[config.mk]
export PLATFORM = sky130hd
export DESIGN_NAME = pit_data_reader
export DESIGN_NICKNAME = d
export VERILOG_FILES = /design/src/rtl/pit_data_reader.sv
export SDC_FILE = /design/constraint.sdc
export NUM_CORES = 1
export LEC_CHECK = 0
export ABC_CLOCK_PERIOD_IN_PS = 3100
export BUFFER_PORTS_ARGS = -buffer_cell sky130_fd_sc_hd__buf_4
export CELL_PAD_IN_SITES_DETAIL_PLACEMENT = 1
export CELL_PAD_IN_SITES_GLOBAL_PLACEMENT = 2
export CORE_MARGIN = 2
export CORE_UTILIZATION = 26
export DETAILED_ROUTE_END_ITERATION = 8
export PLACE_DENSITY_LB_ADDON = 0.25
export SETUP_SLACK_MARGIN = 0.15
export SLEW_MARGIN = 30
export SYNTH_ARGS = -nofsm -noshare
export SYNTH_HDL_FRONTEND = slang
export SYNTH_SLANG_ARGS = --single-unit
[constraint.sdc]
create_clock -name clk -period 3.1 [get_ports clk]
set_input_delay 0.465 -clock clk [delete_from_list [all_inputs] [get_ports clk]]
set_output_delay 0.465 -clock clk [all_outputs]
set_load 0.1 [all_outputs]
[src/rtl/pit_data_reader.sv]
// PIT hit reader: on a Data-packet hit, fetches the entry's buffer block word by
// word, streams it to the egress face and then asks the PIT to clear the slot.
module pit_data_reader #(
    parameter int ADDR_W      = 62,
    parameter int MEM_W       = 64,
    parameter int BLOCK_BYTES = 1024,
    parameter int WORDS       = BLOCK_BYTES * 8 / MEM_W,
    parameter int HASH_W      = 10
) (
    input  logic              clk,
    input  logic              rst,
    input  logic [63:0]       table_entry,
    input  logic              pit_in_bit,
    input  logic [HASH_W-1:0] entry_hash,
    output logic              mem_rd_en,
    output logic [ADDR_W-1:0] mem_rd_addr,
    input  logic [MEM_W-1:0]  mem_rd_data,
    output logic [MEM_W-1:0]  out_data,
    output logic              out_valid,
    input  logic              out_ready,
    output logic              out_last,
    output logic              release_valid,
    output logic [HASH_W-1:0] release_hash,
    input  logic              release_ack,
    output logic              busy,
    output logic              dropped,
    output logic [2:0]        state_dbg
);

    // Handshakes: a word moves on out_valid && out_ready, and the release is
    // taken on release_valid && release_ack; neither valid ever drops or
    // changes its payload before the matching ready/ack has been seen.

    localparam int IDX_W  = $clog2(WORDS);
    localparam int OFF_SH = $clog2(MEM_W / 8);

    typedef enum logic [2:0] {
        IDLE    = 3'd0,
        FETCH   = 3'd1,
        CAPTURE = 3'd2,
        SEND    = 3'd3,
        RELEASE = 3'd4
    } state_t;

    state_t            state;
    state_t            state_nxt;
    logic [ADDR_W-1:0] base_q;
    logic [HASH_W-1:0] hash_q;
    logic [IDX_W-1:0]  word_idx;
    logic              entry_hit;
    logic              last_word;

    // Only a valid entry with a pending interest carries data to forward.
    assign entry_hit = pit_in_bit && table_entry[63] && table_entry[62];
    assign last_word = (word_idx == IDX_W'(WORDS - 1));

    always_comb begin
        state_nxt = state;
        case (state)
            IDLE:    if (entry_hit) state_nxt = FETCH;
            FETCH:   state_nxt = CAPTURE;
            CAPTURE: state_nxt = SEND;
            SEND:    if (out_ready) state_nxt = last_word ? RELEASE : FETCH;
            RELEASE: if (release_ack) state_nxt = IDLE;
            default: state_nxt = IDLE;
        endcase
    end

    always_comb begin
        mem_rd_en     = 1'b0;
        mem_rd_addr   = '0;
        release_valid = 1'b0;
        release_hash  = '0;
        if (state == FETCH) begin
            mem_rd_en   = 1'b1;
            // Address arithmetic wraps modulo 2^ADDR_W by construction.
            mem_rd_addr = base_q + (ADDR_W'(word_idx) << OFF_SH);
        end
        if (state == RELEASE) begin
            release_valid = 1'b1;
            release_hash  = hash_q;
        end
    end

    assign busy      = (state != IDLE);
    assign state_dbg = state;

    always_ff @(posedge clk) begin
        if (!rst) begin
            state     <= IDLE;
            base_q    <= '0;
            hash_q    <= '0;
            word_idx  <= '0;
            out_data  <= '0;
            out_valid <= 1'b0;
            out_last  <= 1'b0;
            dropped   <= 1'b0;
        end else begin
            state   <= state_nxt;
            // A hit that arrives while a block is in progress is lost, not queued.
            dropped <= entry_hit && (state != IDLE);
            case (state)
                IDLE: begin
                    if (entry_hit) begin
                        base_q   <= table_entry[ADDR_W-1:0];
                        hash_q   <= entry_hash;
                        word_idx <= '0;
                    end
                end
                CAPTURE: begin
                    out_data  <= mem_rd_data;
                    out_valid <= 1'b1;
                    out_last  <= last_word;
                end
                SEND: begin
                    if (out_ready) begin
                        out_valid <= 1'b0;
                        out_last  <= 1'b0;
                        if (!last_word) word_idx <= word_idx + 1'b1;
                    end
                end
                default: ;
            endcase
        end
    end

endmodule

# Yosys cells after proc, flatten, opt, wreduce, memory -nomap -nowiden
# Cells that the tools add are included.
# totals
input_bits,143
ff_bits,149
word_cells,46
out_inout_bits,145
# op_classes
reduce_logical,11
n_eq_ne,9
add_sub_neg,2
mux,16
# ops
op,n
adder 62 x 10 -> 62 bit,1
two-way mux 62 bit,1
two-way mux 7 bit,3
case mux 3 bit (5 select lines),1
case mux 7 bit (2 select lines),1
two-way mux 3 bit,4
two-way mux 10 bit,1
inequality test 2 bit (second input constant),4
adder 7 x 1 -> 7 bit (second input constant),1
== test 7 bit (second input constant),1
== test 3 x 2 -> 1 bit (second input constant),2
case mux 1 bit (2 select lines),2
AND reduction 2 bit,2
AND reduction 4 bit,1
nonzero test 2 bit,2
== test 3 x 1 -> 1 bit (second input constant),1
== test 3 bit (second input constant),1
logical AND 1 bit,3
logical NOT 3 bit,1
two-way mux 1 bit,3
AND reduction 3 bit,1
nonzero test 3 bit,1

# Logic depth before layout (Yosys ltp)
# Gate-level depths: netlist of the first run.
# logic_depth
depth_word,4
depth_mapped,9
depth_no_buf,7

# Worst setup path before layout of the first run
# OpenSTA, ideal clock, no wires.
# synth_timing
path_type,reg2out
from,register state[0] (netlist: state_dbg[0])
to,output mem_rd_addr[14]
arrival_ns,4.235
path_stages_with_launch,8
n_path_buf,3
required_ns,2.635
path_slack_ns,-1.600
cell_sequence,dfxtp_1 -> clkbuf_1 -> nand3b_1 -> clkbuf_1 -> inv_1 -> clkbuf_1 -> nand2_1 -> mux2i_1
# synth_via
elab_chain_cells,2
# synth_rtl
element,line,text
start: declaration,45,state_t state;
start signal: assignment,99,state <= state_nxt;
== test 3 x 1 -> 1 bit,74,if (state == FETCH) begin
two-way mux 62 bit,74,
end: declaration,16,"output logic [ADDR_W-1:0] mem_rd_addr,"
# No other way between the ends.

# Final worst setup path of the first run
# layout_timing
from,register word_idx[5]
to,output mem_rd_addr[60]
# layout_via
elab_chain_cells,2
# layout_rtl
element,line,text
start: declaration,49,logic [IDX_W-1:0] word_idx;
start signal: assignment,119,if (!last_word) word_idx <= word_idx + 1'b1;
adder 62 x 10 -> 62 bit,77,mem_rd_addr = base_q + (ADDR_W'(word_idx) << OFF_SH);
two-way mux 62 bit,74,
# No other way between the ends.

==> results of run 1 <==
## cell usage after synthesis, types with 2 or more instances
library cell and count:
or4_1 19, o21ai_0 18, xor2_1 19, clkbuf_1 58, nand3_1 22, a211oi_1 4, a21oi_1 179, ha_1 8
inv_1 8, buf_2 2, a21o_1 2, and4_1 9, or3_1 14, buf_1 4, xnor2_1 9, nand2b_1 2
nor2_1 39, nor4b_1 2, o211ai_1 4, or2_2 2, nand4_1 15, o31ai_1 16, o21ai_2 2, nand2_1 307
nor3_1 2, dfxtp_1 149, and3_1 20, and2_1 9
## state kept, by name, indices dropped and copies added, names as in the netlist
name	flops
word_idx	7
state_dbg	3
base_q	62
out_valid	1
out_data	64
out_last	1
dropped	1
hash_q	10
## stage by stage
stage	hold slack, ns	instance area [sq um]	setup TNS (ns)	total power, uW	utilization
floorplan	0.432	7580	0	2980	-
global placement	0.438	10300	0	3390	0.384
detailed placement	0.446	10300	0	3400	0.384
CTS	0.254	11900	-2.11	5770	0.442
global route	0.260	12300	-8.47	5940	0.460
finish	0.274	12300	-4.29	5700	0.460
## cell type report
cell class,count,area share
Multi-Input combinational cell,741,0.377
Timing Repair Buffer,367,0.289
Sequential cell,149,0.244
Clock buffer,18,0.0356
Tap cell,341,0.0346
Clock inverter,14,0.0169
Inverter,9,0.00294
Antenna cell,1,0.000203
## per-layer routing
| layer | vias to the layer above | track usage |
|---|---|---|
| met5 | - | 0 |
| met4 | 0 | 0.0510 |
| met3 | 26 | 0.0456 |
| met2 | 164 | 0.336 |
| met1 | 3846 | 0.249 |
| li1 | 3919 | - |
## kinds of logic (layout without fill, tap and decap cells)
family,after synthesis,count (layout),share of synthesized area
buffers and inverters,74,408,0.0409
adders and majority gates,9,9,0.0171
other,0,1,0
and+or+nand+nor,468,469,0.297
xor gates and xnor gates,28,28,0.0348
DFF,149,149,0.424
AOI/OAI and AO/OA,234,234,0.185
muxes,1,1,0.00142
## where the power goes
| group | internal, uW | leakage [uW] | switching, uW |
|---|---|---|---|
| logic | 362 | 0.00313 | 933 |
| registers | 2010 | 0.00122 | 77.4 |
| clock network | 1340 | 0.000318 | 984 |
## worst min-delay path by stage
| stage | from | to | slack [ns] | cells past startpoint |
|---|---|---|---|---|
| finish | table_entry[6] | base_q[6]$_SDFFE_PN0P_ | 0.27 | 3 |
| global placement | hash_q[9]$_SDFFE_PN0P_ | hash_q[9]$_SDFFE_PN0P_ | 0.44 | 2 |
| global route | mem_rd_data[28] | out_data[28]$_SDFFE_PN0P_ | 0.26 | 3 |
| detailed placement | base_q[1]$_SDFFE_PN0P_ | base_q[1]$_SDFFE_PN0P_ | 0.45 | 2 |
| CTS | mem_rd_data[2] | out_data[2]$_SDFFE_PN0P_ | 0.25 | 3 |
| floorplan | base_q[0]$_SDFFE_PN0P_ | base_q[0]$_SDFFE_PN0P_ | 0.43 | 2 |
## critical path, stage by stage (launching register included)
cell and delay (ns):
dfxtp_4 0.36, ha_4 0.28, o21ai_4 0.06, a2111oi_4 0.38, buf_4 0.19, nand3_4 0.13
buf_6 0.17, o31ai_1 0.55, a21oi_4 0.14, buf_12 0.20
## timing repair
action | 4_1_cts | 5_1_grt
hold endpoints to repair | 0 | 0
gates cloned | 2 | 4
setup buffers | 23 | 12
setup endpoints to repair | 45 | 52
pin swaps | 39 | 60
hold buffers | 0 | 0
resized for setup | 183 | 71
==> reports/metrics.yaml, run 1 <==
place_ws_ns: 0.0827
gr-total-overflow: 0
clock_path_buffers: 2
final_cells: 1640
maxSlewHeadroom: 0.481
synth_cell_type_count: 47
hpwl_um: 20100
drv_slew: 0
cts_made_buffers: 17
drc: 0
rr_startpoint: "state_dbg[2]$_SDFFE_PN0P_"
drt_first_pass_iters: 6
dieArea_sq_um: 28400
layout_common_cells: "nand2_1, buf_4, a21oi_1"
async_reset_ff_frac: 0
yosysSeqAreaShare: 0.424
wire_per_inst_um: 18.0
synth_seq_cells: 149
root_buffer: "clkbuf_16"
placed_cells: 1566
endpoint_kind: "output port"
nNetsFinal: 1437
insertion_delay_ns: 0.43
grt_max_degree: 52
place_congestion: 0.798
reg2reg_depth: 5
synth_top_area_cell: "dfxtp_1"
r2r_slack_ns: 0.89
cp_data_required_time_ns: 2.63
finalCriticalPeriod_ns: 3.33
cts_num_sinks: 149
timing.final.ws_setup_ns: -0.234
hold_violations: 0
die_w_um: 169
power_leakage_uw: 0.00467
outcome: "complete, but fails checks"
clk_transition_reported_paths_ns: 0.07
viasPerCell: 4.85
skew_ns: 0.0135
drt_iter0_drc: 382
met2_wirelength_um: 14800
regArea_sq_um: 3010
port_buffers: 287
dr.max_layer_used: "met4"
synth_edf_count: 0
rsz0062_at_grt: "true"
multi_input_area_sq_um: 4650
yosysWarningCount: 0
coreArea_sq_um: 26800
antenna_found_initial: 0
initial_utilization: 0.263
synth_area_sq_um: 7040
worstMarginPinSlew_ns: 0.776
crit_fanout: 7
wl_met3_um: 1360
fin_crit_sh: 1.08
crit_path_end: "mem_rd_addr[60]"
startpoint_type: "flip-flop"
r2r_end: "word_idx[5]$_SDFFE_PN0P_"
fillCellCount: 3107
ios: 288
fp.dieH_um: 169
p_per_area_nw_per_um2: 462
yosys.area.top_type_share: 0.424
fmax_ghz: 0.300
fp-row-count: 60
vias: 7955
drive_gt1_frac: 0.429
grt_pass1_wl_um: 44100
cap_violations: 0
area_delta_synth_final_pct: 75.2
grt_pass1_vias: 8060
worstSetupStartpoint: "word_idx[5]$_SDFFE_PN0P_"
layout_commonest_cell: "nand2_1"
cts_tree: "yes"
ys.flop_type: "dfxtp_1"
synthCells: 963
arrival_ns: 2.87
syn_avg_cell_area_sq_um: 7.31
synth_nets: 1115
failed_checks: "negative setup slack"
peakVddDrop_mv: 0.312
wl_met1_um: 12800
hold_class: "in2reg"
path_class: "reg2out"
wl_um: 29500
ant_nets: 0
h-tree-depth: 4
setup_viol: 41
yosys-top-cells-area: "dfxtp_1, nand2_1, a21oi_1, clkbuf_1, xor2_1"
track_usage: 0.196
Note: power is estimated with default switching activity, not from simulation.
==> run 2, diff against run 1 <==
CELL_PAD_IN_SITES_DETAIL_PLACEMENT = 0   (was 1)
CELL_PAD_IN_SITES_GLOBAL_PLACEMENT = 1   (was 2)
CORE_UTILIZATION = 34   (was 26)
SLEW_MARGIN = 20   (was 30)
==> reports/metrics.yaml, run 2 (same netlist as run 1, synthesis figures left out) <==
cts_num_sinks: 149  # unchanged
clock_path_buffers: 2  # unchanged
path_common_cell: "buf_12"
cp_top_family: "compound AO/OA/AOI/OAI gates"
r2r_slack_ns: 0.73  # -0.16 ns
grt_max_degree: 66  # +27%
path_class: "reg2out"
vias: 7826  # -1.6%
finalCriticalPeriod_ns: 3.28  # -0.0538 ns
fillCellCount: 1887  # -39%
clk_transition_reported_paths_ns: 0.07  # about the same
worstMarginPinSlew_ns: 0.798  # +0.0219 ns
skew_ns: 0.0106  # -0.00288 ns
dieArea_sq_um: 21900  # -23%
layout_commonest_cell: "nand2_1"
cap_violations: 0  # unchanged
hpwl_um: 17200  # -14%
hold_violations: 0  # unchanged
place_congestion: 0.820  # +2.8%
rr_startpoint: "state_dbg[2]$_SDFFE_PN0P_"
drc: 0  # unchanged
power_leakage_uw: 0.00455  # -2.6%
gr-total-overflow: 0  # unchanged
peakVddDrop_mv: 0.317  # +1.4%
wl_um: 25900  # -12%
fp.dieH_um: 148  # -12%
worstSetupStartpoint: "word_idx[5]$_SDFFE_PN0P_"
maxSlewHeadroom: 0.468  # -0.0127
fmax_ghz: 0.305  # +1.6%
p_per_area_nw_per_um2: 447  # -3.3%
drv_slew: 0  # unchanged
root_buffer: "clkbuf_16"
fin_crit_sh: 1.06  # -0.0173
fp-row-count: 52  # -13%
cts_hold_buf: 0  # unchanged
place_ws_ns: 0.101  # +0.0179 ns
slowest_stage: "or4_4"
top_regs: "out_data: 64 flops, base_q: 62 flops, hash_q: 10 flops"
ant_nets: 0  # unchanged
setup_viol: 32  # -22%
h-tree-depth: 4  # unchanged
timing.final.ws_setup_ns: -0.180  # +0.0538 ns
antenna_found_initial: 0  # unchanged
seqPwrFrac: 0.387  # +0.021
largest_reg_flops: 64  # unchanged
port_buffers: 287  # unchanged
viasPerCell: 5.04  # +4.0%
startpoint_type: "flip-flop"
crit_path_end: "mem_rd_addr[55]"
area_delta_synth_final_pct: 71.7
cp.depth: 9  # unchanged
fin_area_sq_um: 12100  # -2.0%
drt_first_pass_iters: 4  # -2
layout_common_cells: "nand2_1, buf_4, a21oi_1"
reg2reg_depth: 6  # +1
p_sw_uw: 1890  # -5.2%
setup_tns_ns: -3.42  # +0.866 ns
p_int_uw: 3510  # -5.3%
grt_pass1_wl_um: 39200  # -11%
track_usage: 0.223  # +0.0264
arrival_ns: 2.82  # -0.05 ns
ios: 288  # unchanged
grt_pass1_vias: 7515  # -6.8%
failed_checks: "negative setup slack"
drive_gt1_frac: 0.431  # +0.00224
drt_iter0_drc: 370  # -3.1%
endpoint_kind: "output port"
r2r_end: "word_idx[5]$_SDFFE_PN0P_"
worstPathCellList: "ha_4 > buf_6 > o211ai_1 > o21ai_2 > nand3_4 > buf_12 > or4_4 > a21oi_4 > buf_12"
crit_fanout: 16  # +9
insertion_delay_ns: 0.42  # about the same
pwr-share-clk: 0.380  # -0.027
slowest_delay_ns: 0.49  # -0.06 ns
cts_made_buffers: 17  # unchanged
place_area_sq_um: 10100  # -1.7%
rsz0062_at_grt: "true"
die_w_um: 148  # -12%
cts_tree: "yes"
swShare: 0.350  # about the same
coreArea_sq_um: 20300  # -24%
cp_data_required_time_ns: 2.63  # about the same
critPathBufInv: 3  # unchanged
num_antenna_cells: 0  # -1
p_comb_frac: 0.233  # +0.006
hold_class: "in2reg"
wire_per_inst_um: 16.7  # -7.0%
top_register: "out_data"
nNetsFinal: 1421  # -1.1%
initial_utilization: 0.347  # +0.0841
outcome: "complete, but fails checks"
-- run 2: cell count changes in the layout (fill, tap and decap cells not counted), moves of 3 or more --
| cell | delta |
|---|---|
| dfxtp_1 | -6 |
| buf_4 | -10 |
| o31ai_2 | +3 |
| clkinvlp_4 | +4 |
| buf_6 | -5 |
| o21ai_0 | +4 |
| dfxtp_2 | +5 |
| o21ai_2 | -3 |
| nand3_4 | +3 |
-- run 2: how the worst min path moves through the flow --
stage	to	cells past startpoint	from	slack [ns]
2_1_floorplan	base_q[0]$_SDFFE_PN0P_	2	base_q[0]$_SDFFE_PN0P_	0.43
3_3_place_gp	base_q[2]$_SDFFE_PN0P_	2	base_q[2]$_SDFFE_PN0P_	0.44
3_5_place_dp	hash_q[5]$_SDFFE_PN0P_	2	hash_q[5]$_SDFFE_PN0P_	0.44
4_1_cts	base_q[7]$_SDFFE_PN0P_	3	table_entry[7]	0.26
5_1_grt	out_data[1]$_SDFFE_PN0P_	3	mem_rd_data[1]	0.26
6_report	base_q[38]$_SDFFE_PN0P_	3	table_entry[38]	0.28
-- run 2: what timing repair did --
| item | CTS | global route |
|---|---|---|
| setup endpoints to repair | 42 | 51 |
| buffers inserted | 17 | 11 |
| gates cloned | 1 | 3 |
| resized for setup | 172 | 98 |
| pin swaps | 28 | 29 |
-- run 2: area by class of cell --
type / count / area (sq um) / share of cell area
Multi-Input combinational cell: 741 / 4710 / 0.390
Timing Repair Buffer: 351 / 3410 / 0.282
Sequential cell: 149 / 3020 / 0.250
Clock buffer: 19 / 443 / 0.0366
Tap cell: 270 / 338 / 0.0279
Clock inverter: 13 / 135 / 0.0112
Inverter: 9 / 36.3 / 0.00300
-- run 2: routing by layer --
metal | vias up | wire (um) | share of wire | track usage
met1 | 3670 | 10800 | 0.42 | 0.286
met4 | 0 | 584 | 0.023 | 0.0719
met3 | 37 | 1710 | 0.066 | 0.0583
met5 | - | 0 | 0 | 0
li1 | 3896 | - | - | -
met2 | 223 | 12800 | 0.49 | 0.365
-- run 2: per-stage QoR --
step | utilization | cells | hold slack, ns | total power [uW]
2_1_floorplan | - | 963 | 0.432 | 2980
3_3_place_gp | 0.498 | 1488 | 0.438 | 3350
3_5_place_dp | 0.498 | 1488 | 0.443 | 3360
4_1_cts | 0.569 | 1538 | 0.262 | 5440
5_1_grt | 0.596 | 1552 | 0.263 | 5620
6_report | 0.596 | 1552 | 0.277 | 5400
-- run 2: power by group through the flow --
stage | Clock, uW | Sequential, uW | Combinational [uW]
2_1_floorplan | 0 | 2550 | 434
3_3_place_gp | 0 | 2130 | 1230
3_5_place_dp | 0 | 2130 | 1230
4_1_cts | 2100 | 2090 | 1250
5_1_grt | 2180 | 2100 | 1330
6_report | 2050 | 2090 | 1260
-- run 2: tightest hold or removal path: cells and delay by family --
kind | cells | cell delay [ns]
and+or+nand+nor | 1 | 0.04
AOI/OAI and AO/OA | 1 | 0.05
buffers and inverters | 1 | 0.11
